--- src/rtl/ram_data_sta_mirror_ctrl.sv ---
// Controller for the ram_data_sta_mirror status RAM: clear sweep, round-robin
// write arbitration between HW and SW requesters, and a forwarding read pipeline.
module ram_data_sta_mirror_ctrl #(
    parameter int ADDR_WIDTH = 4,
    parameter int DATA_WIDTH = 64,
    parameter int RD_LATENCY = 1
) (
    input  logic                  clk,
    input  logic                  rst,
    input  logic                  clr_req,
    output logic                  clr_busy,
    input  logic                  hw_wr_req,
    input  logic [ADDR_WIDTH-1:0] hw_wr_addr,
    input  logic [DATA_WIDTH-1:0] hw_wr_data,
    output logic                  hw_wr_ack,
    input  logic                  sw_wr_req,
    input  logic [ADDR_WIDTH-1:0] sw_wr_addr,
    input  logic [DATA_WIDTH-1:0] sw_wr_data,
    output logic                  sw_wr_ack,
    input  logic                  rd_req,
    input  logic [ADDR_WIDTH-1:0] rd_addr,
    output logic                  rd_ack,
    output logic                  rd_vld,
    output logic [DATA_WIDTH-1:0] rd_data,
    output logic                  ram_wr_en,
    output logic [ADDR_WIDTH-1:0] ram_wr_addr,
    output logic [DATA_WIDTH-1:0] ram_wr_data,
    output logic [ADDR_WIDTH-1:0] ram_rd_addr,
    input  logic [DATA_WIDTH-1:0] ram_rd_data
);

    typedef enum logic {
        CLEAR,
        RUN
    } state_t;

    state_t                state_q, state_d;
    logic [ADDR_WIDTH:0]   clr_cnt_q, clr_cnt_d;
    logic                  last_sw_q, last_sw_d;
    logic                  grant_hw, grant_sw;

    logic                  ram_wr_en_q, ram_wr_en_d;
    logic [ADDR_WIDTH-1:0] ram_wr_addr_q, ram_wr_addr_d;
    logic [DATA_WIDTH-1:0] ram_wr_data_q, ram_wr_data_d;

    logic [ADDR_WIDTH-1:0] ram_rd_addr_q, ram_rd_addr_d;
    logic                  rd_s1_vld_q;
    logic                  fwd_hit;

    logic [RD_LATENCY-1:0] vld_pipe_q;
    logic [RD_LATENCY-1:0] hit_pipe_q;
    logic [DATA_WIDTH-1:0] fwd_pipe_q [RD_LATENCY];

    // Clear sweep, arbitration and write-commit selection. The extra counter
    // bit flags the end of the sweep once the last address has been issued.
    always_comb begin
        state_d       = state_q;
        clr_cnt_d     = clr_cnt_q;
        last_sw_d     = last_sw_q;
        grant_hw      = 1'b0;
        grant_sw      = 1'b0;
        ram_wr_en_d   = 1'b0;
        ram_wr_addr_d = ram_wr_addr_q;
        ram_wr_data_d = ram_wr_data_q;

        case (state_q)
            CLEAR: begin
                ram_wr_en_d   = 1'b1;
                ram_wr_addr_d = clr_cnt_q[ADDR_WIDTH-1:0];
                ram_wr_data_d = '0;
                clr_cnt_d     = clr_cnt_q + 1'b1;
                if (clr_cnt_d[ADDR_WIDTH]) begin
                    state_d = RUN;
                end
            end
            RUN: begin
                if (clr_req) begin
                    state_d   = CLEAR;
                    clr_cnt_d = '0;
                end else if (hw_wr_req && sw_wr_req) begin
                    grant_hw = last_sw_q;
                    grant_sw = !last_sw_q;
                end else begin
                    grant_hw = hw_wr_req;
                    grant_sw = sw_wr_req;
                end

                if (grant_hw) begin
                    ram_wr_en_d   = 1'b1;
                    ram_wr_addr_d = hw_wr_addr;
                    ram_wr_data_d = hw_wr_data;
                    last_sw_d     = 1'b0;
                end else if (grant_sw) begin
                    ram_wr_en_d   = 1'b1;
                    ram_wr_addr_d = sw_wr_addr;
                    ram_wr_data_d = sw_wr_data;
                    last_sw_d     = 1'b1;
                end
            end
            default: begin
                state_d   = CLEAR;
                clr_cnt_d = '0;
            end
        endcase
    end

    assign rd_ack        = rd_req && (state_q == RUN);
    assign ram_rd_addr_d = rd_ack ? rd_addr : ram_rd_addr_q;

    // A write committing to the address the RAM is reading this cycle would
    // return stale data, so capture the write data alongside the read.
    assign fwd_hit = rd_s1_vld_q && ram_wr_en_q && (ram_wr_addr_q == ram_rd_addr_q);

    always_ff @(posedge clk) begin
        if (rst) begin
            state_q       <= CLEAR;
            clr_cnt_q     <= '0;
            last_sw_q     <= 1'b1;
            ram_wr_en_q   <= 1'b0;
            ram_wr_addr_q <= '0;
            ram_wr_data_q <= '0;
            ram_rd_addr_q <= '0;
            rd_s1_vld_q   <= 1'b0;
        end else begin
            state_q       <= state_d;
            clr_cnt_q     <= clr_cnt_d;
            last_sw_q     <= last_sw_d;
            ram_wr_en_q   <= ram_wr_en_d;
            ram_wr_addr_q <= ram_wr_addr_d;
            ram_wr_data_q <= ram_wr_data_d;
            ram_rd_addr_q <= ram_rd_addr_d;
            rd_s1_vld_q   <= rd_ack;
        end
    end

    // Delay line matching the RAM read latency for valid and forwarded data.
    always_ff @(posedge clk) begin
        if (rst) begin
            vld_pipe_q <= '0;
            hit_pipe_q <= '0;
            for (int i = 0; i < RD_LATENCY; i++) begin
                fwd_pipe_q[i] <= '0;
            end
        end else begin
            vld_pipe_q[0] <= rd_s1_vld_q;
            hit_pipe_q[0] <= fwd_hit;
            fwd_pipe_q[0] <= ram_wr_data_q;
            for (int i = 1; i < RD_LATENCY; i++) begin
                vld_pipe_q[i] <= vld_pipe_q[i-1];
                hit_pipe_q[i] <= hit_pipe_q[i-1];
                fwd_pipe_q[i] <= fwd_pipe_q[i-1];
            end
        end
    end

    assign rd_vld  = vld_pipe_q[RD_LATENCY-1];
    assign rd_data = !rd_vld                     ? '0 :
                     hit_pipe_q[RD_LATENCY-1]    ? fwd_pipe_q[RD_LATENCY-1] :
                                                   ram_rd_data;

    assign clr_busy    = (state_q == CLEAR);
    assign hw_wr_ack   = grant_hw;
    assign sw_wr_ack   = grant_sw;
    assign ram_wr_en   = ram_wr_en_q;
    assign ram_wr_addr = ram_wr_addr_q;
    assign ram_wr_data = ram_wr_data_q;
    assign ram_rd_addr = ram_rd_addr_q;

endmodule

--- config.mk ---
export PLATFORM = sky130hd
export DESIGN_NAME = ram_data_sta_mirror_ctrl
export DESIGN_NICKNAME = d
export VERILOG_FILES = /design/src/rtl/ram_data_sta_mirror_ctrl.sv
export SDC_FILE = /design/constraint.sdc
export NUM_CORES = 1
export LEC_CHECK = 0
export BUFFER_PORTS_ARGS = -buffer_cell sky130_fd_sc_hd__buf_4
export CORE_AREA = 5 5 133 135
export CTS_CLUSTER_DIAMETER = 120
export DETAILED_ROUTE_END_ITERATION = 10
export DIE_AREA = 0 0 138 140
export PLACE_DENSITY = 0.73
export SKIP_LAST_GASP = 1
export SYNTH_ARGS = -nofsm -noshare
export SYNTH_HDL_FRONTEND = slang
export SYNTH_SLANG_ARGS = --single-unit
--- constraint.sdc ---
create_clock -name clk -period 2.1 [get_ports clk]
set_clock_uncertainty 0.15 [all_clocks]
set_input_delay 0.42 -clock clk [delete_from_list [all_inputs] [get_ports clk]]
set_output_delay 0.42 -clock clk [all_outputs]
set_load 0.005 [all_outputs]
==> results by group, run 1 <==
Global routing
  • All-Layer GR Usage: between 20% and 30%
  • Maximum number of pins on one net before global-route repair: between 60 and 70
  • Vias in the first global route: approximately 5,900
  • Antenna violations before repair: 0
  • Congestion Overflow GR: 0
  • First-pass GRT wire length: roughly 33,000 µm

Power
  • Internal Dissipation: 5090 µW
  • VDD IR max: 0.525 mV
  • Switching power of the nets: 1390 µW
  • Leakage Power: roughly 0.0046 µW
  • Power consumption: ~6500 µW
  • Switching portion of total power: 21.4%
  • Total power per unit cell area: 646 nW/µm²
  • Combinational share of power: 9.0%
  • Part of the power in registers: between 40% and 50%
  • Clk network pwr share: approximately 48%

Worst setup path
  • Type of the worst setup path: flip-flop to primary output
  • Critical path data required time: roughly 1500 ps
  • Largest fanout on the critical path: 9
  • WP data arrival: ~1600 ps
  • Nature of the critical path startpoint: flip-flop
  • Reg-to-Reg Start: state_q$_SDFF_PP0_
  • Origin of the worst setup path: hit_pipe_q$_SDFF_PP0_
  • Crit. End Element: primary output

Logic synthesis
  • Mapped Cells: about 660
  • Fraction of post-synthesis cell area in the top cell type by area: 46.3%
  • Synthesis-stage register bit count: roughly 150
  • Number of flops mapped to enable cells by yosys: 0
  • Sequential cell area fraction in the yosys report: approximately 46%
  • Warning count from the yosys run: 0
  • Most used flip-flop cell after synthesis: dfxtp_1
  • Synth top area cells: dfxtp_1 46%, mux2i_1 21%, nor2b_1 13%, nand3_1 5.3%, o21ai_0 4.9%
  • Dominant cell type by area after synthesis: dfxtp_1
  • Share of synthesized registers carrying an async set or reset: 0%
  • Mean Syn Cell Area: approximately 9.6 µm²
  • Unique masters post-synth: 31
  • Synthesized netlist net count: ~880
  • Cell area after synthesis: between 6000 and 7000 µm²

STA
  • Slack of the critical path: -35.3 ps
  • Final Max Slew Viols: 0
  • Worst slew margin: around half
  • Max Clock Freq: between 400 and 500 MHz
  • Final setup violating endpoints: 4
  • Minimum clock period: ~2100 ps
  • Unrepaired setup endpoints after global routing: true
  • Period utilization: 102%
  • Worst Tran Pin Value: between 700 and 800 ps
  • Hold Vio Cnt, Final: 0
  • Final-layout setup total negative slack: -58.3 ps

Floorplanning
  • Die footprint: about 19,000 µm²
  • Die height: 140 µm
  • Io pins: around 350
  • Core Region: 16,300 µm²
  • DIE WIDTH: around 140 µm
  • Initial core utilization: around two fifths
  • Count of standard-cell rows: between 40 and 50

Final layout
  • # diodes: 0
  • Layout cell share with drive strength beyond 1: 41.0%
  • Final core occ: 61.3%
  • Most common cell after layout, fill and taps aside: buf_4
  • Number of fill cells in the layout: between 1,000 and 1,500
  • Area growth from synthesis to final layout: 57.8%
  • Number of nets in the layout: 1,212
  • Post-Layout Cell Count: approximately 1,200
  • Most used cells in the layout excluding fill and tap cells: 358 x buf_4, 143 x dfxtp_1, 130 x nor2b_1

Route
  • Number of remaining DRC errors: 0
  • Vias per cell: roughly 5
  • Detailed router's first-iteration violation count: roughly 240
  • Drt total wl: roughly 23,000 µm
  • Detail Route Antenna Nets: 0
  • WL per Instance: roughly 19 µm
  • Pre-Repair DR Iteration Count: 4
  • Total via count after detailed routing: around 6,000

Place
  • Worst slack after detailed placement: ~120 ps
  • Post-placement cell count: 1,193
  • Port-buffer cells: approximately 350
  • Detailed-placement wirelength estimate: ~16,000 µm
  • Final weighted congestion in routability-driven placement: ~0.84

Clock network
  • Clk Tree Root Cell: clkbuf_16
  • Hold buffer count at CTS: 0
  • Skew-Pair Late Insertion Delay: ~420 ps
  • Inserted Clock Buffers: 17
  • H-tree Lvls: 4
  • Clock-pin transition on the worst setup and hold timing paths: approximately 60 ps
  • CTS Sinks: 147
  • Worst-case clock buffer depth: 2
  • CTS tree: done

Hold path
  • Worst min-delay path class: primary input to flip-flop
  • Hold_sp: rd_addr[1]

Outcome
  • Failing checks: setup timing
  • Outcome: finished with violations

Run
  • Number of max-cap violations: 0
[worst paths after layout]
kind | end | slack, ps | cells past startpoint
hold reg to reg | rd_vld$_SDFF_PP0_ | 310 | 1
setup / recovery | rd_data[3] | -40 | 5
setup reg to reg | ram_wr_data[35]$_SDFFE_PP0P_ | 370 | 3
hold / removal | ram_rd_addr[1]$_SDFFE_PP0P_ | 110 | 3
[power by group through the flow]
stage / logic (µW) / registers [µW] / clock network (µW)
floorplan: 211 / 2870 / 0
global placement: 571 / 2870 / 0
detailed placement: 578 / 2870 / 0
CTS: 581 / 2810 / 3140
global route: 627 / 2810 / 3270
finish: 581 / 2810 / 3080
[stage by stage]
stage	hold slack (ps)	cell area, µm²
final	108	10000
after global routing	98.4	10000
after CTS	82.8	9830
after detailed placement	298	9200
after global placement	300	9200
after floorplan	294	6350
[routing by layer]
| metal | part of all wire [%] | vias to the layer above | global-route usage (%) |
|---|---|---|---|
| li1 | - | 2970 | - |
| met1 | 41 | 2743 | 25.9 |
| met2 | 49 | 247 | 36.8 |
| met3 | 7.2 | 36 | 6.78 |
| met4 | 2.5 | 0 | 8.06 |
| met5 | 0 | - | 0 |
[flip-flops by register name, summed over array words and instances, names as in the netlist]
| name | count |
|---|---|
| ram_wr_data | 64 |
| rd_s1_vld_q | 1 |
| last_sw_q | 1 |
| ram_wr_addr | 4 |
| fwd_pipe_q | 64 |
| clr_cnt_q | 5 |
| hit_pipe_q | 1 |
| state_q | 1 |
| rd_vld | 1 |
| ram_rd_addr | 4 |
| ram_wr_en | 1 |
[cell families after synthesis]
group / synth area share, %
compound gates: 7.53
buf+inv: 3.82
flops: 46.3
fa+ha+maj: 0.197
simple gates: 20.8
mux: 20.6
xor+xnor: 0.690
[area by class of cell]
type	count	area (µm²)	area share, %
clock inverters	13	158	1.57
flip-flops and latches	147	2950	29.4
repair buffers	372	2980	29.8
inverters	2	7.51	0.0749
well taps	220	275	2.75
multi-input cells	461	3200	31.9
clock buffers	19	453	4.52
[repair_timing]
action | 4_1_cts | 5_1_grt
setup endpoints to repair | 6 | 50
setup buffers | 0 | 2
gates cloned | 0 | 7
gates resized for setup | 3 | 5
[synth_stat cells, types with 3 or more instances]
cell       instances
dfxtp_1          147
a2bb2oi_1          3
a21oi_1            9
xor2_1             3
nor2_1            12
nor2b_1          130
buf_2             14
o22ai_1            3
o21ai_1            6
nand2_1           18
mux2i_1          131
clkbuf_1          36
o21ai_0           62
nand3_1           67
[worst max-delay path, cell delays in order, from the launching register on]
cell,delay (ps)
dfxtp_4,350
buf_12,140
buf_6,200
mux2i_1,240
nor2b_1,80
buf_4,140
No activity file was read; power rests on OpenSTA's default activity.
==> run 2, diff against run 1 <==
==> constraint.sdc (replaced) <==
create_clock -name clk -period 1.97 [get_ports clk]
set_clock_uncertainty 0.15 [all_clocks]
set_input_delay 0.394 -clock clk [delete_from_list [all_inputs] [get_ports clk]]
set_output_delay 0.394 -clock clk [all_outputs]
set_load 0.005 [all_outputs]
==> run 2 against run 1 <==
  * Sequential share of layout area increased by 0.11 points
  * The run still ends with setup timing left
  * Largest cell class unchanged
  * Flip-flop and latch count unchanged
  * Design area decreased by 0.36%
==> results by group, run 2 (synthesis results as in run 1) <==
Outcome
  • Outcome: finished with violations
  • Failing checks: setup timing

Power
  • Part of the power in registers: 43.0% (-0.4 points)
  • VDD IR max: 0.562 mV (+6.9%)
  • Combinational share of power: 9.0% (about the same)
  • Switching power of the nets: 1470 µW (+5.8%)
  • Leakage Power: 0.00465 µW (about the same)
  • Total power per unit cell area: 697 nW/µm² (+7.9%)
  • Clk network pwr share: 48.0% (+0.4 points)
  • Switching portion of total power: 21.1% (-0.34 points)
  • Power consumption: 6960 µW (+7.5%)
  • Internal Dissipation: 5490 µW (+8.0%)

Route
  • Vias per cell: 4.87 (+0.19%)
  • WL per Instance: 18.3 µm (-2.2%)
  • Pre-Repair DR Iteration Count: 4 (unchanged)
  • Number of remaining DRC errors: 0 (unchanged)
  • Total via count after detailed routing: 6,017 (+0.35%)
  • Drt total wl: 22,700 µm (-2.0%)
  • Detail Route Antenna Nets: 0 (unchanged)
  • Detailed router's first-iteration violation count: 179 (-26%)

Clock network
  • Clk Tree Root Cell: clkbuf_16
  • H-tree Lvls: 4 (unchanged)
  • Worst-case clock buffer depth: 2 (unchanged)
  • Skew-Pair Late Insertion Delay: 410 ps (about the same)
  • Hold buffer count at CTS: 0 (unchanged)
  • CTS Sinks: 147 (unchanged)
  • Inserted Clock Buffers: 17 (unchanged)
  • CTS tree: done
  • Clock-pin transition on the worst setup and hold timing paths: 60 ps (about the same)

STA
  • Minimum clock period: between 2000 and 2500 ps
  • Final Max Slew Viols: 0 (unchanged)
  • Final-layout setup total negative slack: -1720 ps (-1660 ps)
  • Slack of the critical path: -112 ps (-76.9 ps)
  • Max Clock Freq: between 400 and 500 MHz
  • Period utilization: 106%
  • Unrepaired setup endpoints after global routing: true
  • Worst Tran Pin Value: 438 ps (-293 ps)
  • Worst slew margin: 70.8% (+20 points)
  • Hold Vio Cnt, Final: 0 (unchanged)
  • Final setup violating endpoints: 55 (+51)

Global routing
  • Vias in the first global route: 6,121 (+4.1%)
  • All-Layer GR Usage: 22.4% (+0.74 points)
  • Antenna violations before repair: 0 (unchanged)
  • First-pass GRT wire length: 34,400 µm (+4.2%)
  • Maximum number of pins on one net before global-route repair: 40 (-41%)
  • Congestion Overflow GR: 0 (unchanged)

Floorplanning
  • Die height: 140 µm (unchanged)
  • Io pins: 352 (unchanged)
  • Core Region: 16,300 µm² (unchanged)
  • Initial core utilization: 38.8% (unchanged)
  • Die footprint: 19,300 µm² (unchanged)
  • Count of standard-cell rows: 47 (unchanged)
  • DIE WIDTH: 138 µm (unchanged)

Place
  • Final weighted congestion in routability-driven placement: 0.820 (-2.4%)
  • Detailed-placement wirelength estimate: 16,800 µm (+4.6%)
  • Worst slack after detailed placement: 77.4 ps (-40.1 ps)
  • Port-buffer cells: 351 (unchanged)

Final layout
  • # diodes: 0 (unchanged)
  • Most used cells in the layout excluding fill and tap cells: 364 x buf_4, 143 x dfxtp_1, 129 x nor2b_1
  • Number of nets in the layout: 1,215 (+0.25%)
  • Layout cell share with drive strength beyond 1: 41.0% (about the same)
  • Number of fill cells in the layout: 1,423 (-1.7%)
  • Area growth from synthesis to final layout: 57.2%
  • Final core occ: 61.1% (-0.22 points)
  • Most common cell after layout, fill and taps aside: buf_4

Worst setup path
  • Type of the worst setup path: flip-flop to primary output
  • Nature of the critical path startpoint: flip-flop
  • Cell at the slowest stage of the critical path: dfxtp_4
  • WP data arrival: 1540 ps (-30 ps)
  • Delay-heaviest family, CP: flip-flops
  • Critical path data required time: 1430 ps (-100 ps)
  • Buf+Inv Stages, Crit Path: 2 (-1)
  • Crit. End Element: primary output
  • Highest cell delay on the worst timing path: 440 ps (+90 ps)
  • Largest fanout on the critical path: 16 (+7)
  • Critical Path, Cell by Cell: buf_16 -> mux2i_4 -> nor2b_1 -> buf_4

Run
  • Number of max-cap violations: 0 (unchanged)

Hold path
  • Worst min-delay path class: primary input to flip-flop
-- run 2: cell count changes in the layout (fill, tap and decap cells not counted), sizes merged --
cell / change
buf: +8
clkbuf: -1
clkinv: -1
clkinvlp: -3
inv: -1
-- run 2: cell type report --
class / count / area (µm²) / share of cell area, %
Inverter: 2 / 7.51 / 0.0752
Timing Repair Buffer: 375 / 2940 / 29.5
Tap cell: 220 / 275 / 2.76
Clock inverter: 8 / 125 / 1.25
Multi-Input combinational cell: 461 / 3200 / 32.0
Clock buffer: 23 / 488 / 4.89
Sequential cell: 147 / 2950 / 29.5
-- run 2: metal layers --
| metal | track usage [%] | routed length [µm] | vias up | share of wire (%) |
|---|---|---|---|---|
| li1 | - | - | 2973 | - |
| met1 | 26.2 | 9130 | 2767 | 40 |
| met2 | 39.3 | 11500 | 246 | 51 |
| met3 | 6.34 | 1530 | 31 | 6.8 |
| met4 | 8.16 | 519 | 0 | 2.3 |
| met5 | 0 | 0 | - | 0 |
-- run 2: power groups by stage --
stage               Combinational (µW)  Sequential, µW  Clock (µW)
floorplan                          225            3060           0
global placement                   611            3060           0
global route                       673            2990        3530
CTS                                626            2990        3400
detailed placement                 619            3060           0
finish                             626            2990        3340
-- run 2: stage by stage --
stage	area, µm²	hold slack, ps	instances
2_1_floorplan	6350	294	664
3_3_place_gp	9270	309	1200
5_1_grt	9990	52.0	1236
6_report	9990	70.6	1236
3_5_place_dp	9270	316	1200
4_1_cts	10000	48.1	1238
-- run 2: final timing paths --
kind                                from                            to  slack [ps]  depth (start not counted)
setup / recovery   hit_pipe_q$_SDFF_PP0_                   rd_data[39]        -110                          4
hold / removal                       rst     clr_cnt_q[0]$_SDFFE_PP0P_          70                          2
hold reg to reg   rd_s1_vld_q$_SDFF_PP0_             rd_vld$_SDFF_PP0_         330                          1
setup reg to reg  last_sw_q$_SDFFE_PP1P_  ram_wr_data[14]$_SDFFE_PP0P_         250                          6
-- run 2: repair_timing --
action / in CTS / in global routing
resized for setup: 8 / 5
setup endpoints to repair: 65 / 66
gates cloned: 2 / 0
buffers inserted: 5 / 0
pin swaps: 2 / 2
